`src/rtl/mux_sweep_pkg.sv`:
```
// mux_sweep_pkg: shared types, sizes and golden-vector function for the mux sweep sequencer.
// Rev 1.0
`default_nettype none

package mux_sweep_pkg;

  localparam int NUM_VECTORS = 8;
  localparam int PROBE_W     = 9;

  typedef logic [1:0] state_t;

  localparam state_t ST_IDLE   = 2'd0;
  localparam state_t ST_SETTLE = 2'd1;
  localparam state_t ST_SAMPLE = 2'd2;
  localparam state_t ST_DONE   = 2'd3;

  // Vector index is {S, I1, I0}; node order is I0, I1, S, S, S, ~S, I1&S, I0&~S, 1.
  function automatic logic [PROBE_W-1:0] expected_probe(input logic [2:0] v);
    logic s, i1, i0;
    s  = v[2];
    i1 = v[1];
    i0 = v[0];
    return {1'b1, i0 & ~s, i1 & s, ~s, s, s, s, i1, i0};
  endfunction

endpackage

`default_nettype wire

```
`src/rtl/mux_probe_checker.sv`:
```
// mux_probe_checker: compares the observed mux node vector against the golden vector for v.
// Rev 1.0
`default_nettype none

module mux_probe_checker
  import mux_sweep_pkg::*;
(
  input  logic [2:0]         vec,
  input  logic [PROBE_W-1:0] probe,
  output logic               mismatch,
  output logic [PROBE_W-1:0] diff
);

  always_comb begin
    diff     = probe ^ expected_probe(vec);
    mismatch = |diff;
  end

endmodule

`default_nettype wire

```
`src/rtl/mux_sweep_ctrl.sv`:
```
// mux_sweep_ctrl: walks the 2:1 mux through all 8 input vectors and records per-vector node failures.
// Rev 1.0
`default_nettype none

module mux_sweep_ctrl
  import mux_sweep_pkg::*;
#(
  parameter int unsigned SETTLE_CYCLES = 2
) (
  input  logic               clk,
  input  logic               rst_n,
  input  logic               start,
  output logic               mux_s,
  output logic               mux_i0,
  output logic               mux_i1,
  input  logic [PROBE_W-1:0] probe,
  output logic               busy,
  output logic               done,
  output logic               pass,
  output logic [3:0]         err_count,
  output logic [7:0]         fail_map
);

  localparam logic [3:0] C_SETTLE_INIT = 4'(SETTLE_CYCLES);

  state_t             r_state;
  logic [2:0]         r_vec;
  logic [3:0]         r_cnt;
  logic               w_mismatch;
  logic [PROBE_W-1:0] w_diff;
  logic               w_fail;

  mux_probe_checker u_checker (
    .vec      (r_vec),
    .probe    (probe),
    .mismatch (w_mismatch),
    .diff     (w_diff)
  );

  assign w_fail = w_mismatch | (|w_diff);

  // The vector register is the drive register: outputs follow v and hold it after the sweep.
  assign mux_s  = r_vec[2];
  assign mux_i1 = r_vec[1];
  assign mux_i0 = r_vec[0];
  assign done   = (r_state == ST_DONE);

  always_ff @(posedge clk or negedge rst_n) begin
    if (!rst_n) begin
      r_state   <= ST_IDLE;
      r_vec     <= 3'd0;
      r_cnt     <= 4'd0;
      busy      <= 1'b0;
      pass      <= 1'b0;
      err_count <= 4'd0;
      fail_map  <= 8'h00;
    end else begin
      case (r_state)
        ST_IDLE: begin
          if (start) begin
            r_state   <= ST_SETTLE;
            r_vec     <= 3'd0;
            r_cnt     <= C_SETTLE_INIT;
            busy      <= 1'b1;
            pass      <= 1'b0;
            err_count <= 4'd0;
            fail_map  <= 8'h00;
          end
        end
        ST_SETTLE: begin
          if (r_cnt == 4'd0) begin
            r_state <= ST_SAMPLE;
          end else begin
            r_cnt <= r_cnt - 4'd1;
          end
        end
        ST_SAMPLE: begin
          if (w_fail) begin
            err_count       <= err_count + 4'd1;
            fail_map[r_vec] <= 1'b1;
          end
          if (r_vec == 3'd7) begin
            // Final vector's result is folded in here so pass is valid during the done cycle.
            r_state <= ST_DONE;
            busy    <= 1'b0;
            pass    <= (err_count == 4'd0) && !w_fail;
          end else begin
            r_state <= ST_SETTLE;
            r_vec   <= r_vec + 3'd1;
            r_cnt   <= C_SETTLE_INIT;
          end
        end
        ST_DONE: begin
          r_state <= ST_IDLE;
        end
        default: begin
          r_state <= ST_IDLE;
        end
      endcase
    end
  end

endmodule

`default_nettype wire

```
`config.mk`:
```
export PLATFORM = sky130hd
export DESIGN_NAME = mux_sweep_ctrl
export DESIGN_NICKNAME = d
export VERILOG_FILES = /design/src/rtl/mux_sweep_pkg.sv /design/src/rtl/mux_probe_checker.sv /design/src/rtl/mux_sweep_ctrl.sv
export SDC_FILE = /design/constraint.sdc
export NUM_CORES = 1
export LEC_CHECK = 0
export CAP_MARGIN = 5
export CORE_MARGIN = 3
export CORE_UTILIZATION = 55
export CTS_BUF_LIST = sky130_fd_sc_hd__clkbuf_2 sky130_fd_sc_hd__clkbuf_4 sky130_fd_sc_hd__clkbuf_8
export CTS_CLUSTER_DIAMETER = 30
export CTS_CLUSTER_SIZE = 25
export DETAILED_ROUTE_END_ITERATION = 7
export PLACE_DENSITY = 0.87
export SYNTH_ARGS = -nofsm -noshare
export SYNTH_HDL_FRONTEND = slang
export SYNTH_SLANG_ARGS = --single-unit
```
`constraint.sdc`:
```
create_clock -name clk -period 3.8 [get_ports clk]
set_clock_uncertainty 0.15 [all_clocks]
set_input_delay 0.38 -clock clk [delete_from_list [all_inputs] [get_ports clk]]
set_output_delay 0.38 -clock clk [all_outputs]
set_load 0.05 [all_outputs]
```
==> metrics.log, run 1 <==
INFO  metric fin_util = 76.9%
INFO  metric cts_made_buffers = 3
INFO  metric dr.pass1.iters = 4
INFO  metric n_fill_cell = 146
INFO  metric final_cell_count_without_fillers = 186
INFO  metric netlist_area = 0.00128 mm²
INFO  metric grt_setup_unrepaired = false
INFO  metric yosys_register_bits = 23
INFO  metric worstMarginPinSlew = 1.03 ns
INFO  metric hold_start = fail_map[2]
INFO  metric yosys_warnings = 0
INFO  metric maximum_number_of_pins_on_one_net_before_global_route_repair = 24
INFO  metric postCtsSetupRepairBufs = 0
INFO  metric cp-start-kind = register
INFO  metric cts_htree_levels = 1
INFO  metric fp-row-count = 16
INFO  metric synth.avg_cell_area = 9.73 µm²
INFO  metric cts_hold_buffers = 0
INFO  metric rrSetupSlack = 1.45 ns
INFO  metric track_usage = about a fifth
INFO  metric combinational_cell_fraction_of_total_power = 48.6%
INFO  metric cts.sinks = 23
INFO  metric final.setup.tns = 0 ns
INFO  metric power_switching_share = 45.8%
INFO  metric worst_path_max_delay_cell = sky130_fd_sc_hd__clkdlybuf4s50_1
INFO  metric largest_family_of_logic_cells_by_synthesized_area = simple AND/OR/NAND/NOR gates
INFO  metric hold-path-endpoint = fail_map[2]
INFO  metric internal_power = 0.513 mW
INFO  metric fmax = 423 MHz
INFO  metric worstHoldPathCells = 2
INFO  metric gp_congestion = 0.790
INFO  metric vias_after_detailed_routing = ~1000
INFO  metric grt_antenna_before_repair = 0
INFO  metric crit_chain = clkdlybuf4s50_1
INFO  metric slew_violations = 0
INFO  metric seq_area_frac_synth = 44.8%
INFO  metric worst_path_largest_cell_delay = around 0.89 ns
INFO  metric clkSlewWorstSetupHoldPaths = 0.13 ns
INFO  metric final_antenna_net_count = 0
INFO  metric final_critical_path_setup_slack = 1.44 ns
INFO  metric avgRoutedWirePerCell = ~15 µm
INFO  metric cts.path.max_buffers = 2
INFO  metric wire_length_of_the_first_global_routing_pass = approximately 4.5 mm
INFO  metric routed_wl = ~2.8 mm
INFO  metric register_area = 576 µm²
INFO  metric cts_resized = 0
INFO  metric ant_diodes = 0
INFO  metric mostFrequentLayoutCell = sky130_fd_sc_hd__clkdlybuf4s50_1
INFO  metric worstSetupEndpointType = output port
INFO  metric io_buffer_count = 29
INFO  metric p_per_area = slightly below 600 mW/mm²
INFO  metric timing.rr.end = r_cnt[3]
INFO  metric tritoncts_clock_tree = done
INFO  metric arrival = 1.83 ns
INFO  metric final_period_utilization = between 60% and 70%
INFO  metric share_of_layout_cells_above_drive_strength_1 = just over 8%
INFO  metric top_layer = met4
INFO  metric grt_overflow_total = 0
INFO  metric power.net_switching = 0.434 mW
INFO  metric floorplan.die.height = 54.3 µm
INFO  metric final_cell_area = 0.00160 mm²
INFO  metric total_leakage_power = 0.708 nW
INFO  metric die_width = 54.3 µm
INFO  metric yosysUniqueCellTypes = 38
INFO  metric wl_met2 = 1.36 mm
INFO  metric finalNetCount = 178
INFO  metric synthAdderAreaFrac = 5.84%
INFO  metric power.share.clock = 12.0%
INFO  metric wl_met3 = 103 µm
INFO  metric worstPathMaxFanout = 14
INFO  metric cap_violations = 0
INFO  metric yosys.area_share.simple = 20.9%
INFO  metric drt-initial-drc-count = 12
INFO  metric timing.final.setup_violations = 0
INFO  metric compound_cell_area_share_of_the_yosys_netlist = 16.4%
INFO  metric peakVddDrop = slightly above 0.0004 V
INFO  metric core-area = 0.00208 mm²
INFO  metric place_hpwl = 2.07 mm
INFO  metric worstSkewPairLatency = 0.31 ns
INFO  metric path_delay_family = buffers and inverters
INFO  metric post_layout_minimum_cycle_time = 2.36 ns
INFO  metric route.detailed.drc = 0
INFO  metric muxShareOfSynthArea = 5.16%
INFO  metric syn_nets = 150
INFO  metric die-area = 0.00295 mm²
INFO  metric dpl_cell_area = 0.00157 mm²
INFO  metric worst_r2r_path_depth = 7
INFO  metric rr_startpoint = r_vec[0]
INFO  metric hold_violations = 0
INFO  metric post_synth_xor_area_fraction = 2.04%
INFO  metric worst-path-buf-inv = 1
INFO  metric start_util = about three fifths
INFO  metric dp_slack = around 1.3 ns
INFO  metric clock-root-buffer = sky130_fd_sc_hd__clkbuf_4
INFO  metric crit_required = 3.27 ns
INFO  metric criticalPathCategory = register to output port
INFO  metric slew_headroom = a little under a third
INFO  metric power.sequential.fraction = 39.5%
INFO  metric post_synth_inst_count = 132
INFO  metric multi_input_area = 647 µm²
INFO  metric avgViaCountPerCell = ~5.6
INFO  metric dp_cells = roughly 180
INFO  metric first_global_vias = between 1000 and 1500
INFO  metric outcome = finished, final reports clean
INFO  metric mostFrequentLayoutCells = 29 x sky130_fd_sc_hd__clkdlybuf4s50_1, 23 x sky130_fd_sc_hd__dfrtp_1, 18 x sky130_fd_sc_hd__nor2_1
INFO  metric detail_route.wirelength.met1 = 1.28 mm
INFO  metric syn2layout_area_growth = 24.5%
INFO  metric timing.hold.worst.class = register to register
INFO  metric io_pins = 30
## per-stage QoR
stage	power, mW	hold slack [ns]
2_1_floorplan	0.708	-0.0656
3_3_place_gp	0.811	0.330
3_5_place_dp	0.835	0.339
4_1_cts	0.950	0.369
5_1_grt	1.02	0.386
6_report	0.946	0.366
## cell families after synthesis
kind of cell | count (synthesis)
flip-flops | 23
multiplexers | 5
AO/OA/AOI/OAI | 29
XOR/XNOR | 3
AND/OR/NAND/NOR | 53
buffers and inverters | 13
adder cells (fa/ha/maj) | 6
## sequential cells by signal, summed over array words and instances (netlist names)
name	cells
busy	1
err_count	4
fail_map	8
pass	1
r_cnt	4
r_state	2
r_vec	3
## cell type report
cell class | count | share of cell area [%]
inverter | 7 | 1.64
tap | 27 | 2.11
multi-input combinational | 96 | 40.4
clock buffer | 3 | 1.41
clock inverter | 1 | 0.313
timing repair buffer | 29 | 18.1
sequential | 23 | 36.0
## layer usage
layer,GRT usage (%),vias up
met5,0,-
met4,7.88,0
met3,2.72,4
met2,37.5,20
met1,25.7,501
li1,-,519
## synth_stat cells
master	n	area, µm²
sky130_fd_sc_hd__and4_1	1	8.76
sky130_fd_sc_hd__and2_1	1	6.26
sky130_fd_sc_hd__ha_1	6	75.1
sky130_fd_sc_hd__mux2i_4	1	22.5
sky130_fd_sc_hd__a21oi_1	7	35.0
sky130_fd_sc_hd__o211a_1	1	10.0
sky130_fd_sc_hd__or4bb_1	1	11.3
sky130_fd_sc_hd__or4_4	1	11.3
sky130_fd_sc_hd__a2111oi_1	1	10.0
sky130_fd_sc_hd__a41oi_1	2	17.5
sky130_fd_sc_hd__dfrtp_1	23	576
sky130_fd_sc_hd__xor2_1	2	17.5
sky130_fd_sc_hd__nor3b_1	2	15.0
sky130_fd_sc_hd__o21ai_1	3	15.0
sky130_fd_sc_hd__o31ai_2	1	12.5
sky130_fd_sc_hd__a22o_1	2	17.5
sky130_fd_sc_hd__buf_6	1	11.3
sky130_fd_sc_hd__inv_1	7	26.3
sky130_fd_sc_hd__mux2_2	3	33.8
sky130_fd_sc_hd__nand3_1	4	20.0
sky130_fd_sc_hd__and2_4	1	8.76
sky130_fd_sc_hd__nand2_1	10	37.5
sky130_fd_sc_hd__xnor2_1	1	8.76
sky130_fd_sc_hd__a21boi_0	1	7.51
sky130_fd_sc_hd__o41ai_1	1	8.76
sky130_fd_sc_hd__mux2i_1	1	10.0
sky130_fd_sc_hd__a41oi_4	1	27.5
sky130_fd_sc_hd__nand4_1	1	6.26
sky130_fd_sc_hd__nor3_1	4	20.0
sky130_fd_sc_hd__a21o_1	1	7.51
sky130_fd_sc_hd__nor2b_1	3	18.8
sky130_fd_sc_hd__nand2b_1	4	25.0
sky130_fd_sc_hd__o21ai_0	7	35.0
sky130_fd_sc_hd__a31oi_1	1	6.26
sky130_fd_sc_hd__and3_1	1	6.26
sky130_fd_sc_hd__or2_2	1	6.26
sky130_fd_sc_hd__buf_2	5	25.0
sky130_fd_sc_hd__nor2_1	18	67.6
## worst max-delay path by stage
stage	from	endpoint	cells after the start
3_5_place_dp	probe[0]	fail_map[3]	6
6_report	r_vec[1]	mux_i1	1
2_1_floorplan	r_vec[0]	r_cnt[3]	7
4_1_cts	r_vec[0]	mux_i0	1
5_1_grt	r_vec[0]	r_cnt[3]	7
3_3_place_gp	probe[0]	fail_map[7]	6
## power by group through the flow
stage / combinational, mW / clock (mW) / sequential, mW
final: 0.460 / 0.113 / 0.374
after global routing: 0.505 / 0.128 / 0.382
after CTS: 0.462 / 0.117 / 0.371
after detailed placement: 0.459 / 0 / 0.376
after global placement: 0.439 / 0 / 0.373
after floorplan: 0.271 / 0 / 0.437
(Power assumes the default switching activity.)
==> run 2, diff against run 1 <==
Settings changed: CORE_UTILIZATION 55 to 51, PLACE_DENSITY 0.87 to 0.81.
Clock period 3.8 ns to 2.5 ns, I/O delays scaled along.
==> run 2 against run 1 <==
Total power grew 54%. Cell area grew 2.4%. Cell count rose by 3.2%. Clock-buffer cell count unchanged.
==> metrics.log, run 2 (synthesized netlist as in run 1, its figures left out) <==
INFO  metric outcome = finished, final reports clean
INFO  metric place_hpwl = 2.22 mm (+7.0%)
INFO  metric dr.pass1.iters = 5 (+1)
INFO  metric final_cell_count_without_fillers = 192 (+3.2%)
INFO  metric path_delay_family = buffers and inverters
INFO  metric multi_input_area = 647 µm² (unchanged)
INFO  metric mostFrequentLayoutCells = 29 x sky130_fd_sc_hd__clkdlybuf4s50_1, 23 x sky130_fd_sc_hd__dfrtp_1, 18 x sky130_fd_sc_hd__nor2_1
INFO  metric worst_path_max_delay_cell = sky130_fd_sc_hd__clkdlybuf4s50_1
INFO  metric die_width = 56.2 µm (+3.4%)
INFO  metric grt_antenna_before_repair = 0 (unchanged)
INFO  metric total_leakage_power = 0.733 nW (+3.6%)
INFO  metric criticalPathCategory = register to output port
INFO  metric avgViaCountPerCell = 5.62 (+0.12%)
INFO  metric floorplan.die.height = 56.2 µm (+3.4%)
INFO  metric slew_violations = 0 (unchanged)
INFO  metric final_period_utilization = 88.2%
INFO  metric final_critical_path_setup_slack = 0.294 ns (-1.14 ns)
INFO  metric cts_made_buffers = 3 (unchanged)
INFO  metric power_switching_share = 45.2% (-0.60 points)
INFO  metric crit_chain = buf_4 -> clkdlybuf4s50_1
INFO  metric arrival = 1.81 ns (-0.02 ns)
INFO  metric grt_setup_unrepaired = false
INFO  metric routed_wl = 2.90 mm (+5.3%)
INFO  metric ant_diodes = 0 (unchanged)
INFO  metric io_pins = 30 (unchanged)
INFO  metric finalNetCount = 183 (+2.8%)
INFO  metric worstSkewPairLatency = 0.31 ns (about the same)
INFO  metric fp-row-count = 17 (+1)
INFO  metric timing.final.setup_violations = 0 (unchanged)
INFO  metric cts.path.max_buffers = 2 (unchanged)
INFO  metric layout_top_registers = fail_map x8, err_count x4, r_cnt x4
INFO  metric cp-start-kind = register
INFO  metric clkSlewWorstSetupHoldPaths = 0.13 ns (about the same)
INFO  metric power.share.clock = 11.6% (-0.4 points)
INFO  metric route.detailed.drc = 0 (unchanged)
INFO  metric cts_htree_levels = 1 (unchanged)
INFO  metric fmax = 453 MHz
INFO  metric peakVddDrop = 0.000595 V (+45%)
INFO  metric start_util = 55.9% (-5.8 points)
INFO  metric cap_violations = 0 (unchanged)
INFO  metric final.setup.tns = 0 ns (unchanged)
INFO  metric first_global_vias = 1081 (+5.8%)
INFO  metric flip_flop_count_of_the_largest_register_all_copies_and_words_added = 8 (unchanged)
INFO  metric postCtsSetupRepairBufs = 0 (unchanged)
INFO  metric clock-root-buffer = sky130_fd_sc_hd__clkbuf_4
INFO  metric power.net_switching = 0.661 mW (+52%)
INFO  metric register_area = 576 µm² (unchanged)
INFO  metric io_buffer_count = 29 (unchanged)
INFO  metric slew_headroom = 65.9% (+35 points)
INFO  metric wl_met2 = 1.41 mm (+3.8%)
INFO  metric crit_required = 2.10 ns (-1.17 ns)
INFO  metric wire_length_of_the_first_global_routing_pass = 5.07 mm (+13%)
INFO  metric syn2layout_area_growth = 27.6%
INFO  metric wl_met3 = 128 µm (+24%)
INFO  metric core-area = 0.00230 mm² (+10%)
INFO  metric vias_after_detailed_routing = 1079 (+3.4%)
INFO  metric worst_path_largest_cell_delay = 0.82 ns (-0.07 ns)
INFO  metric post_layout_minimum_cycle_time = roughly 2.2 ns
INFO  metric track_usage = 20.3% (-0.74 points)
INFO  metric top_layer = met4
INFO  metric die-area = 0.00316 mm² (+7.0%)
INFO  metric tritoncts_clock_tree = done
INFO  metric hold_violations = 0 (unchanged)
INFO  metric worstSetupEndpointType = output port
INFO  metric internal_power = 0.800 mW (+56%)
INFO  metric avgRoutedWirePerCell = 15.1 µm (+2.0%)
INFO  metric worstPathMaxFanout = 8 (-6)
INFO  metric gp_congestion = 0.866 (+9.6%)
INFO  metric cts_resized = 0 (unchanged)
INFO  metric worst-path-buf-inv = 2 (+1)
INFO  metric dp_cells = 188 (+3.3%)
INFO  metric final_antenna_net_count = 0 (unchanged)
INFO  metric grt_overflow_total = 0 (unchanged)
INFO  metric detail_route.wirelength.met1 = 1.31 mm (+2.4%)
INFO  metric cts_hold_buffers = 0 (unchanged)
INFO  metric cts.sinks = 23 (unchanged)
INFO  metric mostFrequentLayoutCell = sky130_fd_sc_hd__clkdlybuf4s50_1
INFO  metric timing.hold.worst.class = input pin to asynchronous set/reset pin
INFO  metric power.sequential.fraction = 36.7% (-2.8 points)
INFO  metric dp_slack = 0.167 ns (-1.18 ns)
INFO  metric p_per_area = 891 mW/mm² (+51%)
INFO  metric most_flops_register = fail_map
INFO  metric maximum_number_of_pins_on_one_net_before_global_route_repair = 24 (unchanged)
INFO  metric combinational_cell_fraction_of_total_power = 51.7% (+3.1 points)
INFO  metric drt-initial-drc-count = 22 (+10)
INFO  metric n_fill_cell = 190 (+30%)
INFO  metric share_of_layout_cells_above_drive_strength_1 = 11.0% (+2.8 points)
INFO  metric worstMarginPinSlew = 0.506 ns (-0.526 ns)
## run 2: cell types whose count changed in the layout (fill, tap and decap cells not counted), sizes merged
cell and change:
buf +5
## run 2: final timing paths
kind	startpoint	slack, ns	endpoint	depth (start not counted)
max	r_vec[2]	0.29	mux_s	2
min	rst_n	0.12	fail_map[2]	2
max reg2reg	r_vec[0]	0.36	r_cnt[3]	7
min reg2reg	fail_map[6]	0.36	fail_map[6]	2
max in group asynchronous	rst_n	1.85	r_state[0]	2
min in group clk	fail_map[6]	0.36	fail_map[6]	2
## run 2: power groups by stage
stage,registers (mW),logic (mW),clock network [mW]
floorplan,0.664,0.412,0
global placement,0.534,0.735,0
detailed placement,0.543,0.756,0
CTS,0.535,0.761,0.176
global route,0.552,0.828,0.195
finish,0.536,0.755,0.170
## run 2: stage by stage
stage	power [mW]	instance area [µm²]	hold WS, ns	utilization [%]
after CTS	1.47	1640	0.126	71.4
after detailed placement	1.30	1610	0.337	70.2
after floorplan	1.08	1280	-0.196	-
after global placement	1.27	1610	0.333	70.2
after global routing	1.58	1640	0.134	71.4
final	1.46	1640	0.122	71.4
## run 2: cell type report
cell class | instances | area share [%]
Clock buffer | 3 | 1.37
Clock inverter | 1 | 0.305
Sequential cell | 23 | 35.1
Timing Repair Buffer | 34 | 20.0
Inverter | 7 | 1.60
Tap cell | 28 | 2.14
Multi-Input combinational cell | 96 | 39.5
## run 2: worst reg2reg max path: cells and delay by family, from the launching register on
kind	cells	cell delay, ns
simple gates	2	0.22
xor+xnor	1	0.17
flops	1	0.42
fa+ha+maj	2	0.42
compound gates	2	0.66
## run 2: layer usage
metal / GRT usage, % / vias to the layer above
li1: - / 524
met1: 25.8 / 520
met2: 33.2 / 29
met3: 4.41 / 6
met4: 8.47 / 0
met5: 0 / -
==> edit 1 (config.mk and constraints of run 2) <==
Make the reset (`rst_n`) synchronous in one clocked block.
--- a/src/rtl/mux_sweep_ctrl.sv
+++ b/src/rtl/mux_sweep_ctrl.sv
@@ -46,5 +46,5 @@
   assign done   = (r_state == ST_DONE);
 
-  always_ff @(posedge clk or negedge rst_n) begin
+  always_ff @(posedge clk) begin
     if (!rst_n) begin
       r_state   <= ST_IDLE;
Check against the original RTL: differs if rst_n is asserted again (counterexample within 4 cycles, from zero or initial values and one cycle with rst_n low); with rst_n held inactive, the same outputs for 10 cycles.
==> edit 1 against run 2 <==
Wire length is 6.1% higher; sequential cell count stayed put; worst setup slack better by 0.027 ns; critical path type unchanged; largest cell class unchanged; register-to-register slack better by 0.04 ns; synthesized area is 2.2% higher; first-iteration DRC count is 91% higher; cell area is 1.2% higher; highest routed layer unchanged.
Power is not compared: it rests on default switching activity, and its combinational part moved more than twofold at a synthesized area within 25%.
==> edit 1: results (changes against run 2) <==
Status: completed
Largest net degree at the start of global routing: 16 (-33%)
Synth Area in Compound Gates: 20.2% (+3.8 points)
Filler cells: 187 (-1.6%)
CP arrival: 1.78 ns (-0.03 ns)
Distinct cell type count after synthesis: 49 (+29%)
Share of the yosys chip area belonging to registers: 35.0% (-9.7 points)
CP max FO: 12 (+4)
Global Route Usage Sum: 20.3% (about the same)
Ratio of cells with drive above 1 in the final layout: 11.1% (+0.14 points)
Asr flop ratio synth: 0% (-100 points)
HP Class: flop to flop
Cells on worst reg2reg path: 5 (-2)
Initial DRC Count: 42 (+91%)
Adder-Cell Fraction of Synth Area: 5.71% (-0.13 points)
Routability cong.: 0.846 (-2.4%)
Syn nets: 168 (+12%)
Mux cell area share after synthesis: 3.62% (-1.5 points)
Final net count: 199 (+8.7%)
Ranking of synthesized cells by area: dfxtp_1, ha_1, nor2_1
Synth top cells by count: dfxtp_1, nor2_1, nor2b_1
Routed len/inst: 14.8 um (-2.0%)
Placed cell area: 1630 um^2 (+1.1%)
PostCTS Resize Cnt: 0 (unchanged)
Vias per inst: 5.95 (+5.9%)
Worst VDD drop: 360 uV
First-pass GRT wire length: 5260 um (+3.7%)
Via count: 1238 (+15%)
HPWL after DPL: 2310 um (+3.9%)
Max stage delay on crit path: 0.88 ns (+0.06 ns)
Pre-antenna DRT Iters: 4 (-1)
Post-synthesis xor/xnor area fraction: 3.33% (+1.3 points)
Measured slew at the worst slew-check pin: 0.507 ns (+0.000998 ns)
P&R area growth vs syn: 26.3%
==> edit 1: layout make-up <==
class                      count  area share [%]
timing repair buffer          32            18.9
multi-input combinational    113            47.7
sequential                    23            27.8
inverter                       8            1.81
clock buffer                   4            1.81
tap                           28            2.11
==> edit 1: layer usage <==
metal	global-route usage (%)	routed length, um
met5	0	0
met4	6.62	22
met3	3.45	212
met2	32.2	1390
met1	27.9	1450
==> edit 1: where the power goes <==
part | internal [mW] | switching, mW
Sequential | 0.386 | 0.0173
Combinational | 0.0951 | 0.113
Clock | 0.0732 | 0.114
==> edit 1: final timing paths <==
kind                    start          end  slack (ns)
setup / recovery     r_vec[2]        mux_s        0.32
hold / removal    fail_map[2]  fail_map[2]        0.34
setup reg to reg     r_vec[2]  fail_map[7]        0.40
hold reg to reg   fail_map[2]  fail_map[2]        0.34
==> edit 2 (flow settings as in run 2) <==
Without the edit above. Register the outputs `mux_s`, `mux_i0`, `mux_i1` and `done`, cleared by the reset; this adds one clock of latency there. The other outputs are not delayed to match. Comments in the files are not updated.
--- a/src/rtl/mux_sweep_ctrl.sv
+++ b/src/rtl/mux_sweep_ctrl.sv
@@ -41,8 +41,17 @@
 
   // The vector register is the drive register: outputs follow v and hold it after the sweep.
-  assign mux_s  = r_vec[2];
-  assign mux_i1 = r_vec[1];
-  assign mux_i0 = r_vec[0];
-  assign done   = (r_state == ST_DONE);
+  always_ff @(posedge clk or negedge rst_n) begin
+    if (!rst_n) begin
+      mux_s  <= '0;
+      mux_i0 <= '0;
+      mux_i1 <= '0;
+      done   <= '0;
+    end else begin
+      mux_s  <= r_vec[2];
+      mux_i0 <= r_vec[0];
+      mux_i1 <= r_vec[1];
+      done   <= (r_state == ST_DONE);
+    end
+  end
 
   always_ff @(posedge clk or negedge rst_n) begin
Behaviour: not the same (Yosys sat finds a counterexample within 10 cycles, from zero or initial values and one cycle with rst_n low).
==> edit 2 against run 2 <==
Wire length is 7.1% lower; cell area is 5.4% higher; worst setup slack better by 0.054 ns; synthesized area is 6.3% higher; global-route usage is 3.6 points lower; via count is 3.2% higher; sequential cell count is 4 higher; count of clock-buffer cells in the layout stayed put; total power is 15% higher; largest power group unchanged.
==> edit 2: results (changes against run 2) <==
Crit path to: err_count[1]
Initial DRC Count: 29 (+32%)
Via count: 1114 (+3.2%)
Placed cell area: 1700 um^2 (+5.4%)
Utilization after layout: 68.5% (-2.8 points)
Syn nets: 158 (+5.3%)
Cells on worst reg2reg path: 6 (-1)
Status: completed
Filler cells: 200 (+5.3%)
Ranking of synthesized cells by area: dfrtp_1, o21ai_0, ha_1
Routed len/inst: 13.3 um (-12%)
P_leak: 0.771 nW (+5.1%)
Final net count: 191 (+4.4%)
HPWL after DPL: 2000 um (-9.7%)
Pre-antenna DRT Iters: 4 (-1)
CP max FO: 11 (+3)
FF/Latch Area: 676 um^2 (+17%)
Fraction of area in multi-input gates: 36.5% (-3.0 points)
Data buffer area share: 19.0% (-1.0 points)
Distinct cell type count after synthesis: 33 (-13%)
CP arrival: 2.25 ns (+0.44 ns)
DIE AREA: 3340 um^2 (+5.6%)
Global Route Usage Sum: 16.7% (-3.6 points)
PostCTS Resize Cnt: 0 (unchanged)
Synth top cells by count: dfrtp_1, nand2_1, o21ai_0
Worst VDD drop: 749 uV (+26%)
Largest net degree at the start of global routing: 28 (+17%)
Ratio of cells with drive above 1 in the final layout: 8.14% (-2.8 points)
Seq_cells: 27 (+17%)
## edit 2: changes by cell type after synthesis, sizes merged, moves of 3 or more
cell,change
dfrtp,+4
a41oi,-3
a21oi,-3
o21ai,+7
nand2,+6
nor3,-3
nor2,-5
nand3b,+3
## edit 2: through the flow
| step | instances | setup WS (ns) |
|---|---|---|
| floorplan | 140 | 0.564 |
| global placement | 198 | 0.215 |
| detailed placement | 198 | 0.158 |
| CTS | 202 | 0.347 |
| global route | 202 | 0.218 |
| finish | 202 | 0.348 |
## edit 2: per-layer routing
layer	track usage [%]	part of all wire, %
met3	5.35	7.0
met1	21.6	45
met4	2.98	0.56
met5	0	0
met2	27.9	47
## edit 2: worst min path at each step
stage	start	to	slack, ns	cells after the start
2_1_floorplan	rst_n	busy	-0.20	0
3_3_place_gp	r_vec[2]	mux_s	0.30	0
3_5_place_dp	r_vec[2]	mux_s	0.31	0
4_1_cts	rst_n	mux_s	0.12	2
5_1_grt	rst_n	mux_s	0.12	2
6_report	rst_n	mux_s	0.12	2
## edit 2: critical path, stage by stage, from the launching register on
cell and delay, ns:
dfrtp_1 0.46, or4_1 0.53, mux2i_1 0.17, nand3_1 0.17, o21ai_2 0.19, buf_4 0.20
mux2i_1 0.21
## edit 2: cell families after synthesis
logic type                 after synthesis  synth area share (%)
buffers and inverters                   13                  4.40
adders and majority gates                6                  5.49
and+or+nand+nor                         54                  19.5
AOI/OAI and AO/OA                       31                  14.7
xor gates and xnor gates                 4                  2.56
muxes                                    5                  3.94
DFF                                     27                  49.5
## edit 2: report_power, final
group | switching [mW] | internal, mW | leakage [nW]
Clock | 0.125 | 0.0612 | 0.0139
Combinational | 0.525 | 0.319 | 0.399
Sequential | 0.0978 | 0.548 | 0.358
